[src/rtl/safe_lock_if.sv]
// Keypad-side strobes and display-side status of the safe lock controller.
// The keypad scanner is the master; the controller is the slave.
interface safe_lock_if;
    logic       digit_valid;
    logic [3:0] digit;
    logic       enter;
    logic       lock_cmd;
    logic       set_code;
    logic [1:0] status;
    logic       fail_pulse;
    logic [1:0] attempts;

    modport master (
        output digit_valid, digit, enter, lock_cmd, set_code,
        input  status, fail_pulse, attempts
    );

    modport slave (
        input  digit_valid, digit, enter, lock_cmd, set_code,
        output status, fail_pulse, attempts
    );
endinterface

[src/rtl/safe_lock_ctrl.sv]
// Safe lock controller: keypad code entry, failed-attempt lockout and in-field
// code change, producing the locked/unlocked/lockout status bus.
module safe_lock_ctrl #(
    parameter int unsigned                CODE_LEN     = 4,
    parameter int unsigned                MAX_TRIES    = 3,
    parameter int unsigned                LOCKOUT_CYC  = 1000,
    parameter logic [CODE_LEN*4-1:0]      DEFAULT_CODE = 16'h1234
) (
    input  logic        clk,
    input  logic        rst_n,
    safe_lock_if.slave  bus
);
    localparam int unsigned BUF_W = CODE_LEN * 4;
    localparam int unsigned CNT_W = $clog2(CODE_LEN + 1);
    localparam int unsigned TMR_W = (LOCKOUT_CYC > 1) ? $clog2(LOCKOUT_CYC) : 1;
    localparam logic [1:0]  MAX_T = 2'(MAX_TRIES);

    // State encodings double as the status bus values.
    typedef enum logic [1:0] {
        LOCKED   = 2'b01,
        UNLOCKED = 2'b10,
        LOCKOUT  = 2'b11
    } state_t;

    state_t             state;
    logic [BUF_W-1:0]   code;
    logic [BUF_W-1:0]   buffer;
    logic [CNT_W-1:0]   count;
    logic               overflow;
    logic [1:0]         attempts;
    logic               fail_pulse;
    logic [TMR_W-1:0]   timer;

    logic               count_full;
    logic               entry_ok;
    logic               match;
    logic [1:0]         tries_next;
    logic [BUF_W-1:0]   shifted;

    always_comb begin
        count_full = (count == CNT_W'(CODE_LEN));
        entry_ok   = count_full && !overflow;
        match      = entry_ok && (buffer == code);
        tries_next = (attempts == MAX_T) ? attempts : attempts + 2'd1;
        // Truncating cast keeps the newest CODE_LEN digits, valid even for CODE_LEN=1.
        shifted    = BUF_W'({buffer, bus.digit});
    end

    always_ff @(posedge clk or negedge rst_n) begin
        if (!rst_n) begin
            state      <= LOCKED;
            code       <= DEFAULT_CODE;
            buffer     <= '0;
            count      <= '0;
            overflow   <= 1'b0;
            attempts   <= '0;
            fail_pulse <= 1'b0;
            timer      <= '0;
        end else begin
            fail_pulse <= 1'b0;
            case (state)
                LOCKED: begin
                    if (bus.enter) begin
                        buffer   <= '0;
                        count    <= '0;
                        overflow <= 1'b0;
                        if (match) begin
                            state    <= UNLOCKED;
                            attempts <= '0;
                        end else begin
                            fail_pulse <= 1'b1;
                            attempts   <= tries_next;
                            if (tries_next == MAX_T) begin
                                state <= LOCKOUT;
                                timer <= TMR_W'(LOCKOUT_CYC - 1);
                            end
                        end
                    end else if (!bus.set_code && !bus.lock_cmd && bus.digit_valid) begin
                        buffer   <= shifted;
                        count    <= count_full ? count : count + 1'b1;
                        overflow <= overflow || count_full || (bus.digit > 4'd9);
                    end
                end
                UNLOCKED: begin
                    if (bus.enter) begin
                        buffer   <= '0;
                        count    <= '0;
                        overflow <= 1'b0;
                    end else if (bus.set_code) begin
                        if (entry_ok) code <= buffer;
                        else          fail_pulse <= 1'b1;
                        buffer   <= '0;
                        count    <= '0;
                        overflow <= 1'b0;
                    end else if (bus.lock_cmd) begin
                        state    <= LOCKED;
                        buffer   <= '0;
                        count    <= '0;
                        overflow <= 1'b0;
                    end else if (bus.digit_valid) begin
                        buffer   <= shifted;
                        count    <= count_full ? count : count + 1'b1;
                        overflow <= overflow || count_full || (bus.digit > 4'd9);
                    end
                end
                LOCKOUT: begin
                    if (timer == '0) begin
                        state    <= LOCKED;
                        attempts <= '0;
                    end else begin
                        timer <= timer - 1'b1;
                    end
                end
                default: state <= LOCKED;
            endcase
        end
    end

    assign bus.status     = state;
    assign bus.fail_pulse = fail_pulse;
    assign bus.attempts   = attempts;
endmodule

[src/flat_wrapper.sv]
// flat-port wrapper written by rule: the top's interface ports become plain ports
module safe_lock_ctrl_flat 
#(
    parameter int unsigned                CODE_LEN     = 4,
    parameter int unsigned                MAX_TRIES    = 3,
    parameter int unsigned                LOCKOUT_CYC  = 1000,
    parameter logic [CODE_LEN*4-1:0]      DEFAULT_CODE = 16'h1234
)
  (clk, rst_n, bus_digit_valid, bus_digit, bus_enter, bus_lock_cmd, bus_set_code, bus_status, bus_fail_pulse, bus_attempts);
  safe_lock_if bus_i ();
  input  logic clk;
  input  logic rst_n;
  input wire logic [$bits(bus_i.digit_valid)-1:0] bus_digit_valid;
  input wire logic [$bits(bus_i.digit)-1:0] bus_digit;
  input wire logic [$bits(bus_i.enter)-1:0] bus_enter;
  input wire logic [$bits(bus_i.lock_cmd)-1:0] bus_lock_cmd;
  input wire logic [$bits(bus_i.set_code)-1:0] bus_set_code;
  output wire logic [$bits(bus_i.status)-1:0] bus_status;
  output wire logic [$bits(bus_i.fail_pulse)-1:0] bus_fail_pulse;
  output wire logic [$bits(bus_i.attempts)-1:0] bus_attempts;
  assign bus_i.digit_valid = bus_digit_valid;
  assign bus_i.digit = bus_digit;
  assign bus_i.enter = bus_enter;
  assign bus_i.lock_cmd = bus_lock_cmd;
  assign bus_i.set_code = bus_set_code;
  assign bus_status = bus_i.status;
  assign bus_fail_pulse = bus_i.fail_pulse;
  assign bus_attempts = bus_i.attempts;
  safe_lock_ctrl #(.CODE_LEN(CODE_LEN), .MAX_TRIES(MAX_TRIES), .LOCKOUT_CYC(LOCKOUT_CYC), .DEFAULT_CODE(DEFAULT_CODE)) u_core (.clk(clk), .rst_n(rst_n), .bus(bus_i));
endmodule
[config.mk]
export PLATFORM = sky130hd
export DESIGN_NAME = safe_lock_ctrl_flat
export DESIGN_NICKNAME = d
export VERILOG_FILES = /design/src/rtl/safe_lock_if.sv /design/src/rtl/safe_lock_ctrl.sv /design/src/flat_wrapper.sv
export SDC_FILE = /design/constraint.sdc
export NUM_CORES = 1
export LEC_CHECK = 0
export ABC_CLOCK_PERIOD_IN_PS = 2000
export BUFFER_PORTS_ARGS = -buffer_cell sky130_fd_sc_hd__buf_2
export CORE_MARGIN = 4
export CORE_UTILIZATION = 30
export DETAILED_ROUTE_END_ITERATION = 10
export HOLD_SLACK_MARGIN = 0.12
export PLACE_DENSITY_LB_ADDON = 0.08
export SYNTH_ARGS = -nofsm -noshare
export SYNTH_HDL_FRONTEND = slang
export SYNTH_SLANG_ARGS = --single-unit
[constraint.sdc]
create_clock -name clk -period 2 [get_ports clk]
set_input_delay 0.1 -clock clk [delete_from_list [all_inputs] [get_ports clk]]
set_output_delay 0.1 -clock clk [all_outputs]
set_load 0.005 [all_outputs]
Word-level counts from Yosys, hierarchy flattened
Index checks and enable logic that the tools add are counted.
W data, S select, Z words.
{"block": "totals", "rom_bits": 0, "reg_bits": 51, "output_inout_bits": 5, "ram_bits": 0, "latch_bits": 0, "n_memories": 0}
{"block": "op_classes", "n_shift": 0, "div": 0, "mux": 46, "mul": 0, "eq_ne": 18, "n_lt_le_gt_ge": 1, "bitwise_logic": 1, "addsub": 3, "reduce_logical": 17}
{"op": "$mux W16", "count": 6}
{"op": "$mux W10", "count": 4}
{"op": "$pmux W16 S2", "count": 1}
{"op": "$mux W2", "count": 11}
{"op": "$mux W3", "count": 7}
{"op": "$pmux W10 S2", "count": 1}
{"op": "$eq A16 B16 Y1", "count": 1}
{"op": "$ne A2 B2 Y1 const B", "count": 6}
{"op": "$mux W1", "count": 11}
{"op": "$logic_not A10 Y1", "count": 1}
{"op": "$sub A10 B1 Y10 const B", "count": 1}
{"op": "$eq A2 B2 Y1 const B", "count": 4}
{"op": "$pmux W2 S3", "count": 1}
{"op": "$pmux W3 S2", "count": 1}
{"op": "$reduce_and A3 Y1", "count": 2}
{"op": "$reduce_and A6 Y1", "count": 1}
{"op": "$ne A5 B5 Y1 const B", "count": 1}
{"op": "$reduce_and A5 Y1", "count": 1}
{"op": "$gt A4 B4 Y1 const B", "count": 1}
{"op": "$logic_and A1 B1 Y1", "count": 4}
{"op": "$ne A2 B1 Y1 const B", "count": 2}
{"op": "$pmux W1 S2", "count": 2}
{"op": "$pmux W2 S2", "count": 1}
{"op": "$reduce_and A4 Y1", "count": 1}
{"op": "other kinds (10)", "count": 14}

Logic depth before layout (Yosys ltp)
Gate-level depths: netlist (run 1).
{"block": "logic_depth", "depth_word": 8, "mapped_depth": 8, "ltp_nobuf": 7}

Worst setup path after synthesis (run 1)
No wires, ideal clock.
{"block": "synth_timing", "kind": "register to register", "start": "reg u_core.state[0], in the netlist u_core.bus.status[0]", "end": "reg u_core.timer[0]", "period_less_slack_ps": 1865, "slack_ps": 135, "required_time_ps": 1875, "path_stages_with_launch": 7, "arrival_time_ps": 1740, "path_cell_list": "dfstp_2 > ha_1 > nor2_1 > a21oi_2 > nand2_2 > a21oi_4 > mux2_4"}
{"block": "synth_between", "elab_chain_len": 3}
{"item": "from (decl)", "line": "safe_lock_ctrl.sv:25", "text": "state_t state;"}
{"item": "from (signal assigned)", "line": "safe_lock_ctrl.sv:51", "text": "state <= LOCKED;"}
{"item": "from (signal assigned)", "line": "safe_lock_ctrl.sv:68", "text": "state <= UNLOCKED;"}
{"item": "from (signal assigned)", "line": "safe_lock_ctrl.sv:74", "text": "state <= LOCKOUT;"}
{"item": "$eq A2 B2 Y1 or $eq A2 B1 Y1 (tied branches)", "line": "safe_lock_ctrl.sv:61", "text": "case (state)"}
{"item": "$ne A2 B2 Y1 (no source line) (tied with other cells)"}
{"item": "$reduce_and A5 Y1 (no source line)"}
{"item": "to (signal assigned)", "line": "safe_lock_ctrl.sv:75", "text": "timer <= TMR_W'(LOCKOUT_CYC - 1);"}
{"item": "to (signal assigned)", "line": "safe_lock_ctrl.sv:111", "text": "timer <= timer - 1'b1;"}
{"item": "to (decl)", "line": "safe_lock_ctrl.sv:32", "text": "logic [TMR_W-1:0] timer;"}
Several ways; a longest one is shown, not always the timed one.
A chain may end at the register's enable or synchronous reset.

Worst setup path in the final report (run 1)
{"block": "layout_timing", "start": "reg u_core.count[0]", "end": "reg u_core.code[8]"}
{"block": "layout_between", "elab_chain_len": 3}
{"item": "from (decl)", "line": "safe_lock_ctrl.sv:28", "text": "logic [CNT_W-1:0] count;"}
{"item": "from (signal assigned)", "line": "safe_lock_ctrl.sv:80", "text": "count <= count_full ? count : count + 1'b1;"}
{"item": "from (signal assigned)", "line": "safe_lock_ctrl.sv:102", "text": "count <= count_full ? count : count + 1'b1;"}
{"item": "$eq A3 B3 Y1", "line": "safe_lock_ctrl.sv:41", "text": "count_full = (count == CNT_W'(CODE_LEN));"}
{"item": "$logic_and A1 B1 Y1", "line": "safe_lock_ctrl.sv:42", "text": "entry_ok = count_full && !overflow;"}
{"item": "$reduce_and A4 Y1 (no source line)"}
{"item": "to (signal assigned)", "line": "safe_lock_ctrl.sv:90", "text": "if (entry_ok) code <= buffer;"}
{"item": "to (decl)", "line": "safe_lock_ctrl.sv:26", "text": "logic [BUF_W-1:0] code;"}
No other way between the ends.

==> results of run 1 <==
## sequential cells by signal, summed over array words and instances (netlist names)
signal,count
u_core.buffer,16
u_core.code,16
u_core.timer,10
u_core.count,3
u_core.bus.attempts,2
u_core.bus.status,2
u_core.bus.fail_pulse,1
u_core.overflow,1
## area by class of cell
| class | instances | area [um^2] | area share (%) |
|---|---|---|---|
| Clock buffer | 6 | 72.6 | 2.19 |
| Inverter | 34 | 128 | 3.84 |
| Timing Repair Buffer | 41 | 355 | 10.7 |
| Clock inverter | 2 | 17.5 | 0.528 |
| Sequential cell | 51 | 1280 | 38.7 |
| Tap cell | 108 | 135 | 4.07 |
| Multi-Input combinational cell | 181 | 1330 | 40.0 |
## logic make-up (layout without fill, tap and decap cells)
kind of cell,after synthesis,in the layout,synth area share [%]
and+or+nand+nor,78,78,16.7
AOI/OAI and AO/OA,61,61,14.0
DFF,51,51,46.3
buffers and inverters,45,83,6.77
muxes,19,19,7.95
xor gates and xnor gates,16,16,5.06
adders and majority gates,7,7,3.16
## report_power, final
group	switching (mW)	internal (mW)	total [mW]	leakage (nW)
Sequential	0.225	1.26	1.48	0.634
Clock	0.365	0.253	0.618	0.0454
Combinational	0.948	0.715	1.66	0.871
## worst max path at each step
stage                         start         endpoint  slack [ns]  cells past startpoint
2_1_floorplan  u_core.bus.status[0]  u_core.timer[0]        0.14                      6
3_3_place_gp         u_core.code[9]  u_core.timer[2]       -0.09                      6
3_5_place_dp         u_core.code[9]  u_core.timer[2]        -0.1                      6
4_1_cts              u_core.code[9]  u_core.timer[6]        0.02                      6
5_1_grt        u_core.bus.status[0]  u_core.timer[6]      0.0005                      6
6_report            u_core.count[0]   u_core.code[8]        0.12                      7
## routing by layer
layer  track usage, %  part of all wire (%)
met3             2.11                   2.0
met5                0                     0
met2             18.4                    47
met1             15.9                    50
met4             3.42                   1.1
## placed cells by master, fill, tap and decap left out, types with 3 or more instances in the layout
| cell type | count |
|---|---|
| o211ai_1 | 3 |
| dlygate4sd3_1 | 6 |
| nand2_1 | 7 |
| buf_2 | 14 |
| clkbuf_8 | 5 |
| nor4_2 | 3 |
| or3_1 | 3 |
| a21oi_1 | 14 |
| buf_12 | 4 |
| o21ai_0 | 20 |
| dfstp_2 | 6 |
| inv_1 | 33 |
| nand3_1 | 23 |
| nand4_1 | 6 |
| nor2_1 | 13 |
| a211oi_1 | 6 |
| dfrtp_1 | 45 |
| nor3_1 | 5 |
| xor2_1 | 16 |
| buf_4 | 16 |
| a21o_1 | 3 |
| ha_1 | 5 |
| mux2_2 | 16 |
## per-stage QoR
step	total power, mW	hold slack [ns]	area [um^2]	setup TNS, ns	util [%]
floorplan	2.51	-0.196	2770	0	-
global placement	3.15	0.122	3120	-0.656	35.3
detailed placement	3.13	0.122	3120	-0.572	35.3
CTS	3.80	0.129	3280	0	37.0
global route	4.08	0.159	3320	0	37.5
finish	3.77	0.135	3320	0	37.5
## tightest hold or removal path, cell delays in order
cell and delay, ns:
buf_2 0.14, o211ai_1 0.09, a21oi_1 0.07
## what timing repair did
action	in CTS	in global routing
hold endpoints to repair	56	0
setup endpoints to repair	21	20
pin swaps	0	2
hold buffers	6	0
resized for setup	2	7
cloned	0	1
==> results.yml, run 1 <==
placed_design:
  dp_hpwl_mm: 4.09
  io_buffers: 14
  dp_cells: 408
  globalplace.congestion: 0.745
  post-place-ws_ns: -0.0967
synthesis:
  synth_most_common_cell: "dfrtp_1"
  yosys-top-cells-count: "dfrtp_1, inv_1, nand3_1"
  synthArstFlopShare_pct: 100
  synth_edf_count: 0
  synth_top_cell_by_area: "dfrtp_1"
  syn_nets: 294
  synth.distinct_cells: 49
  synth_ff_type: "dfrtp_1"
  yosysTopAreaCellShare_pct: 40.7
  synthCells: 277
  ys_warn_count: 0
  synthTopCellsByArea: "dfrtp_1, mux2_2, dfstp_2, xor2_1, inv_1"
  synth_seq_cells: 51
  synth_seq_area_share_pct: 46.3
  syn_area_mm2: 0.00277
  postSynthAreaPerCell_um2: 10.0
die:
  rows: 34
  die_h_um: 104
  start_util_pct: 31.3
  die_area_mm2: 0.0108
  die_w_um: 104
  ios: 15
  core_mm2: 0.00885
sta:
  worst_slack_ns: 0.117
  fin_crit_sh_pct: 94.1
  fin_skew_ns: 0.00587
  period_minus_slack_ns: 1.88
  max_slew_margin_pct: 77.6
  rsz0062_at_grt: "false"
  drv_slew: 0
  finalSetupViolCount: 0
  fmax_mhz: 531
  tightest_slew_ns: 0.333
  hold_viol_final: 0
worst_hold_path:
  hold_depth: 3
  min_path_type: "in -> reg"
  hold_path_end: "u_core.bus.fail_pulse"
  holdCritStartpoint: "bus_enter"
finish:
  stdcell_count: 423
  fillCellCount: 931
  drive_gt1_share_pct: 27.3
  syn2layout_area_growth_pct: 19.8
  final_nets: 331
  diodes: 0
clock_network:
  clk_latency_ns: 0.30
  cts-root-buf: "clkbuf_8"
  clock-sinks: 51
  cts_buffers: 5
  clk_path_buf_depth: 2
  cts_max_level: 2
  post_cts_buffers: 0
  cts_tree: "built"
  clk_pin_slew_worst_paths_ns: 0.10
setup_path:
  path_cells: "inv_1 > ha_2 > nand2_2 > nor2_4 > and4b_2 > clkbuf_16 > mux2_2"
  rrSetupSlack_ns: 0.12
  reg2reg_depth: 7
  cp.buffers_inverters: 2
  cp-end-kind: "flip-flop"
  critical-path-max-stage-delay_ns: 0.41
  r2r-start: "u_core.count[0]"
  crit_arrival_ns: 2.08
  cp_slowest_cell: "dfrtp_1"
  cp_max_fo: 8
  start_kind: "flip-flop"
  crit_required_ns: 2.20
  critPathTopFamily: "simple AND/OR/NAND/NOR gates"
  reg2reg_to: "u_core.code[8]"
  path_class: "reg -> reg"
grt:
  gr-usage-all-layers_pct: 11.5
  antenna_found_initial: 0
  grt_max_degree: 52
  grt_pass1_wl_mm: 10.3
  grt_overflow: 0
  grt_pass1_vias: 2082
routing:
  drt-wirelength-per-cell_um: 14.4
  dr.first_iter.drc_count: 82
  wl_mm: 6.11
  vias: 2078
  ant_nets: 0
  via_per_inst: 4.91
  dr.pass1.iters: 4
  drc: 0
power:
  power.leakage_nw: 1.55
  powerDensity_mw_per_mm2: 1130
  ir_drop_mv: 0.387
outcome:
  status: "finished, final reports clean"
job:
  cap_viol_max_count: 0
Power figures use the tool's default switching activity.
==> run 2: changes to the inputs <==
- GPL_TIMING_DRIVEN: not set -> 0
==> run 2 against run 1 <==
  * Non-clock buffer count decreased by 1
  * Clock power grew 2%
  * Critical path type unchanged
  * Critical path depth is the same
  * Clock skew up 0.0057 ns
  * Global-route usage grew 0.51 points
  * Die area did not move
  * Register-to-register slack got worse by 0.07 ns
  * Clock-buffer cell count stayed put
==> results.yml, run 2 (synthesized netlist as in run 1, its figures left out) <==
outcome:
  status: "finished, final reports clean"
die:
  die_h_um: 104
  die_w_um: 104
  start_util_pct: 31.3
  ios: 15
  die_area_mm2: 0.0108
  rows: 34
  core_mm2: 0.00885
clock_network:
  clk_pin_slew_worst_paths_ns: 0.09
  cts_tree: "built"
  cts_max_level: 2
  clk_path_buf_depth: 2
  cts_buffers: 5
  clock-sinks: 51
  clk_latency_ns: 0.31
  cts-root-buf: "clkbuf_8"
power:
  power.leakage_nw: 1.53
  ir_drop_mv: 0.382
  powerDensity_mw_per_mm2: 1170
  pwr-share-comb_pct: 44.0
  clkPwrFrac_pct: 16.5
  p_total_mw: 3.83
  power_frac_seq_pct: 39.5
  swShare_pct: 41.8
  p_sw_mw: 1.60
  p_int_mw: 2.23
grt:
  grt_util_met2_pct: 19.8
  antenna_found_initial: 0
  met1_usage_pct: 16.2
  grt_pass1_vias: 2067
  gr-usage-all-layers_pct: 12.0
  grt_pass1_wl_mm: 10.6
  globalRouteMet3Util_pct: 2.11
  grt_overflow: 0
  grt_max_degree: 52
  busiest_layer: "met2"
setup_path:
  cp-end-kind: "flip-flop"
  crit_arrival_ns: 2.15
  rrSetupSlack_ns: 0.05
  reg2reg_to: "u_core.timer[1]"
  reg2reg_depth: 7
  crit_required_ns: 2.20
  cp_max_fo: 7
  r2r-start: "u_core.bus.status[0]"
  start_kind: "flip-flop"
  path_class: "reg -> reg"
finish:
  regArea_mm2: 0.00128
  final_nets: 330
  layout_common_cells: "dfrtp_1, inv_1, nand3_1"
  drive_gt1_share_pct: 26.8
  stdcell_count: 422
  final_common_cell: "dfrtp_1"
  reg_top3: "u_core.buffer x16, u_core.code x16, u_core.timer x10"
  fillCellCount: 924
  syn2layout_area_growth_pct: 18.0
  multi_input_area_mm2: 0.00136
  diodes: 0
sta:
  drv_slew: 0
  hold_viol_final: 0
  whs_ns: 0.130
  period_minus_slack_ns: 1.95
  worst_slack_ns: 0.0496
  tns_ns: 0
  finalSetupViolCount: 0
  fmax_mhz: 513
  tightest_slew_ns: 1.18
  fin_skew_ns: 0.0115
  max_slew_margin_pct: 21.3
  fin_crit_sh_pct: 97.5
  rsz0062_at_grt: "true"
routing:
  dr.first_iter.drc_count: 42
  drc: 0
  dr.pass1.iters: 4
  vias: 2103
  ant_nets: 0
  via_per_inst: 4.98
  wl_mm: 6.25
  drt-wirelength-per-cell_um: 14.8
worst_hold_path:
  holdCritStartpoint: "bus_enter"
  hold_path_end: "u_core.bus.fail_pulse"
  hold_depth: 3
  min_path_type: "in -> reg"
placed_design:
  post-place-ws_ns: -0.185
  dp_cells: 399
  io_buffers: 14
  globalplace.congestion: 0.746
  dp_hpwl_mm: 4.26
job:
  cap_viol_max_count: 0
## run 2: final cells by class
type	instances	area share, %
sequential	51	39.3
tap	108	4.13
clock inverter	2	0.498
multi-input combinational	181	41.5
timing repair buffer	30	6.28
buffer	10	2.18
clock buffer	6	2.22
inverter	34	3.91
## run 2: layer usage
layer | wire, um | part of all wire, %
met4 | 150 | 2.4
met5 | 0 | 0
met3 | 186 | 3.0
met2 | 2870 | 46
met1 | 3040 | 49
## run 2: worst max-delay path, cell delays in order (launching register included)
cell	delay (ns)
dfstp_2	0.59
buf_4	0.13
ha_4	0.18
nor2_2	0.06
a21oi_2	0.22
nand2_4	0.12
a21oi_4	0.22
mux2_4	0.32
## run 2: what timing repair did
item,in CTS,in global routing
endpoints found under the hold margin,50,0
pin swaps,0,6
setup buffers,1,9
resized for setup,9,12
hold buffers,6,0
endpoints found under the setup margin,33,41
## run 2: worst max path at each step
stage,endpoint,cells after the start,from,slack [ns]
floorplan,u_core.timer[0],6,u_core.bus.status[0],0.14
global placement,u_core.timer[0],6,u_core.bus.status[0],-0.19
detailed placement,u_core.timer[1],6,u_core.bus.status[0],-0.18
CTS,u_core.timer[1],6,u_core.bus.status[0],0.01
global route,u_core.bus.status[1],6,u_core.bus.status[0],-0.05
finish,u_core.timer[1],7,u_core.bus.status[0],0.05
## run 2: per-stage QoR
stage | util, % | cell area [um^2]
5_1_grt | 36.9 | 3270
3_5_place_dp | 33.6 | 2980
4_1_cts | 35.6 | 3150
3_3_place_gp | 33.6 | 2980
2_1_floorplan | - | 2770
6_report | 36.9 | 3270
## run 2: power groups by stage
stage,sequential [mW],combinational (mW),clock (mW)
4_1_cts,1.51,1.54,0.662
3_3_place_gp,1.53,1.47,0
3_5_place_dp,1.53,1.46,0
5_1_grt,1.56,1.89,0.710
6_report,1.51,1.68,0.632
2_1_floorplan,1.47,1.04,0
==> run 3: changes to the inputs <==
- PLACE_DENSITY: not set -> 0.51
- PLACE_DENSITY_LB_ADDON: 0.08 -> not set
==> run 3 against run 2 <==
  * Die area stayed put
  * Routed wire length fell by 2.0%
  * Hold slack gained 0.0084 ns
  * Cell area rose by 0.88%
  * Sequential power about the same
  * Via count up 0.19%
  * Non-clock buffer count did not move
  * Cell count unchanged
  * Largest power group unchanged
==> results.yml, run 3 (synthesized netlist as in run 1, its figures left out) <==
outcome:
  status: "finished, final reports clean"
setup_path:
  cp_max_fo: 10
  crit_arrival_ns: 2.13
  crit_required_ns: 2.20
  reg2reg_depth: 7
  worst-path-stages: 7
  cp_slowest_cell: "dfstp_2"
  path_cells: "xor2_1 > nor4_2 > buf_4 > and3_1 > buf_6 > a21oi_4 > mux2_4"
  critPathTopFamily: "flip-flops"
  start_kind: "flip-flop"
  path_class: "reg -> reg"
  critical-path-max-stage-delay_ns: 0.55
  cp.buffers_inverters: 2
  cp-end-kind: "flip-flop"
sta:
  fin_crit_sh_pct: 96.5
  period_minus_slack_ns: 1.93
  tightest_slew_ns: 1.16
  whs_ns: 0.138
  max_slew_margin_pct: 22.9
  drv_slew: 0
  fmax_mhz: 518
  worst_slack_ns: 0.0699
  hold_viol_final: 0
  finalSetupViolCount: 0
  fin_skew_ns: 0.00376
clock_network:
  cts-root-buf: "clkbuf_8"
  cts_buffers: 5
  clk_pin_slew_worst_paths_ns: 0.10
  clock-sinks: 51
  clk_latency_ns: 0.31
  clk_path_buf_depth: 2
  cts_max_level: 2
  cts_tree: "built"
routing:
  vias: 2107
  ant_nets: 0
  wl_mm: 6.13
  drt-wirelength-per-cell_um: 14.5
  dr.pass1.iters: 4
  drc: 0
  via_per_inst: 4.99
  dr.first_iter.drc_count: 44
placed_design:
  dp_hpwl_mm: 4.05
  dp_cells: 399
  io_buffers: 14
  globalplace.congestion: 0.805
  post-place-ws_ns: -0.147
power:
  powerDensity_mw_per_mm2: 1170
  p_sw_mw: 1.62
  clkPwrFrac_pct: 16.4
  p_int_mw: 2.23
  power_frac_seq_pct: 39.5
  power.leakage_nw: 1.55
  pwr-share-comb_pct: 44.1
  ir_drop_mv: 0.394
  swShare_pct: 42.0
grt:
  grt_pass1_wl_mm: 10.1
  grt_overflow: 0
  grt_pass1_vias: 2036
  antenna_found_initial: 0
  gr-usage-all-layers_pct: 11.5
  grt_max_degree: 52
finish:
  syn2layout_area_growth_pct: 19.0
  reg_top3: "u_core.buffer x16, u_core.code x16, u_core.timer x10"
  multi_input_area_mm2: 0.00137
  final_nets: 330
  drive_gt1_share_pct: 28.0
  layout_common_cells: "dfrtp_1, inv_1, nand3_1"
  regArea_mm2: 0.00128
  stdcell_count: 422
  final_util_pct: 37.3
  final_common_cell: "dfrtp_1"
  diodes: 0
  fillCellCount: 885
job:
  cap_viol_max_count: 0
die:
  start_util_pct: 31.3
  die_h_um: 104
  ios: 15
  die_area_mm2: 0.0108
  die_w_um: 104
  core_mm2: 0.00885
  rows: 34
worst_hold_path:
  hold_depth: 3
  min_path_type: "in -> reg"
-- run 3: worst paths after layout --
check                      slack, ns            from                    end
max                             0.07  u_core.code[2]        u_core.timer[0]
min in group asynchronous       0.56           rst_n        u_core.timer[8]
max reg2reg                     0.07  u_core.code[2]        u_core.timer[0]
min reg2reg                     0.54  u_core.code[0]         u_core.code[0]
max in group asynchronous       0.73           rst_n        u_core.code[15]
min                             0.14       bus_enter  u_core.bus.fail_pulse
-- run 3: routing by layer --
layer  wire length (um)  vias up  GRT usage [%]  share of wire (%)
met5                  0        -              0                  0
met4                 57        0           3.70               0.93
met3                144        4           2.11                2.3
met2               2890       25           18.3                 47
met1               3040     1035           15.7                 50
li1                   -     1043              -                  -
-- run 3: cell type report --
class,instances,share of cell area (%)
buffer,11,2.62
clock buffer,5,2.09
clock inverter,3,0.721
inverter,34,3.87
multi-input combinational,181,41.6
sequential,51,38.9
tap,108,4.10
timing repair buffer,29,6.11
-- run 3: worst register-to-register path: stages (launching register included) --
cell,delay (ns)
dfstp_2,0.55
xor2_1,0.17
nor4_2,0.07
buf_4,0.15
and3_1,0.18
buf_6,0.15
a21oi_4,0.24
mux2_4,0.32
-- run 3: per-stage QoR --
| stage | area, um^2 | TNS [ns] | power (mW) |
|---|---|---|---|
| 2_1_floorplan | 2770 | 0 | 2.51 |
| 3_3_place_gp | 2980 | -2.15 | 2.95 |
| 3_5_place_dp | 2980 | -2.32 | 2.96 |
| 4_1_cts | 3160 | 0 | 3.67 |
| 5_1_grt | 3300 | -0.0213 | 4.15 |
| 6_report | 3300 | 0 | 3.85 |
-- run 3: repair_timing --
| action | CTS | global route |
|---|---|---|
| pin swaps | 0 | 4 |
| endpoints found under the setup margin | 31 | 37 |
| endpoints found under the hold margin | 50 | 0 |
| hold buffers | 6 | 0 |
| gates resized for setup | 9 | 19 |
| buffers inserted | 1 | 8 |
-- run 3: power by group through the flow --
stage | clock (mW) | sequential [mW] | combinational [mW]
after CTS | 0.655 | 1.52 | 1.50
after detailed placement | 0 | 1.53 | 1.43
after global routing | 0.699 | 1.57 | 1.88
after floorplan | 0 | 1.47 | 1.04
after global placement | 0 | 1.52 | 1.43
final | 0.631 | 1.52 | 1.70
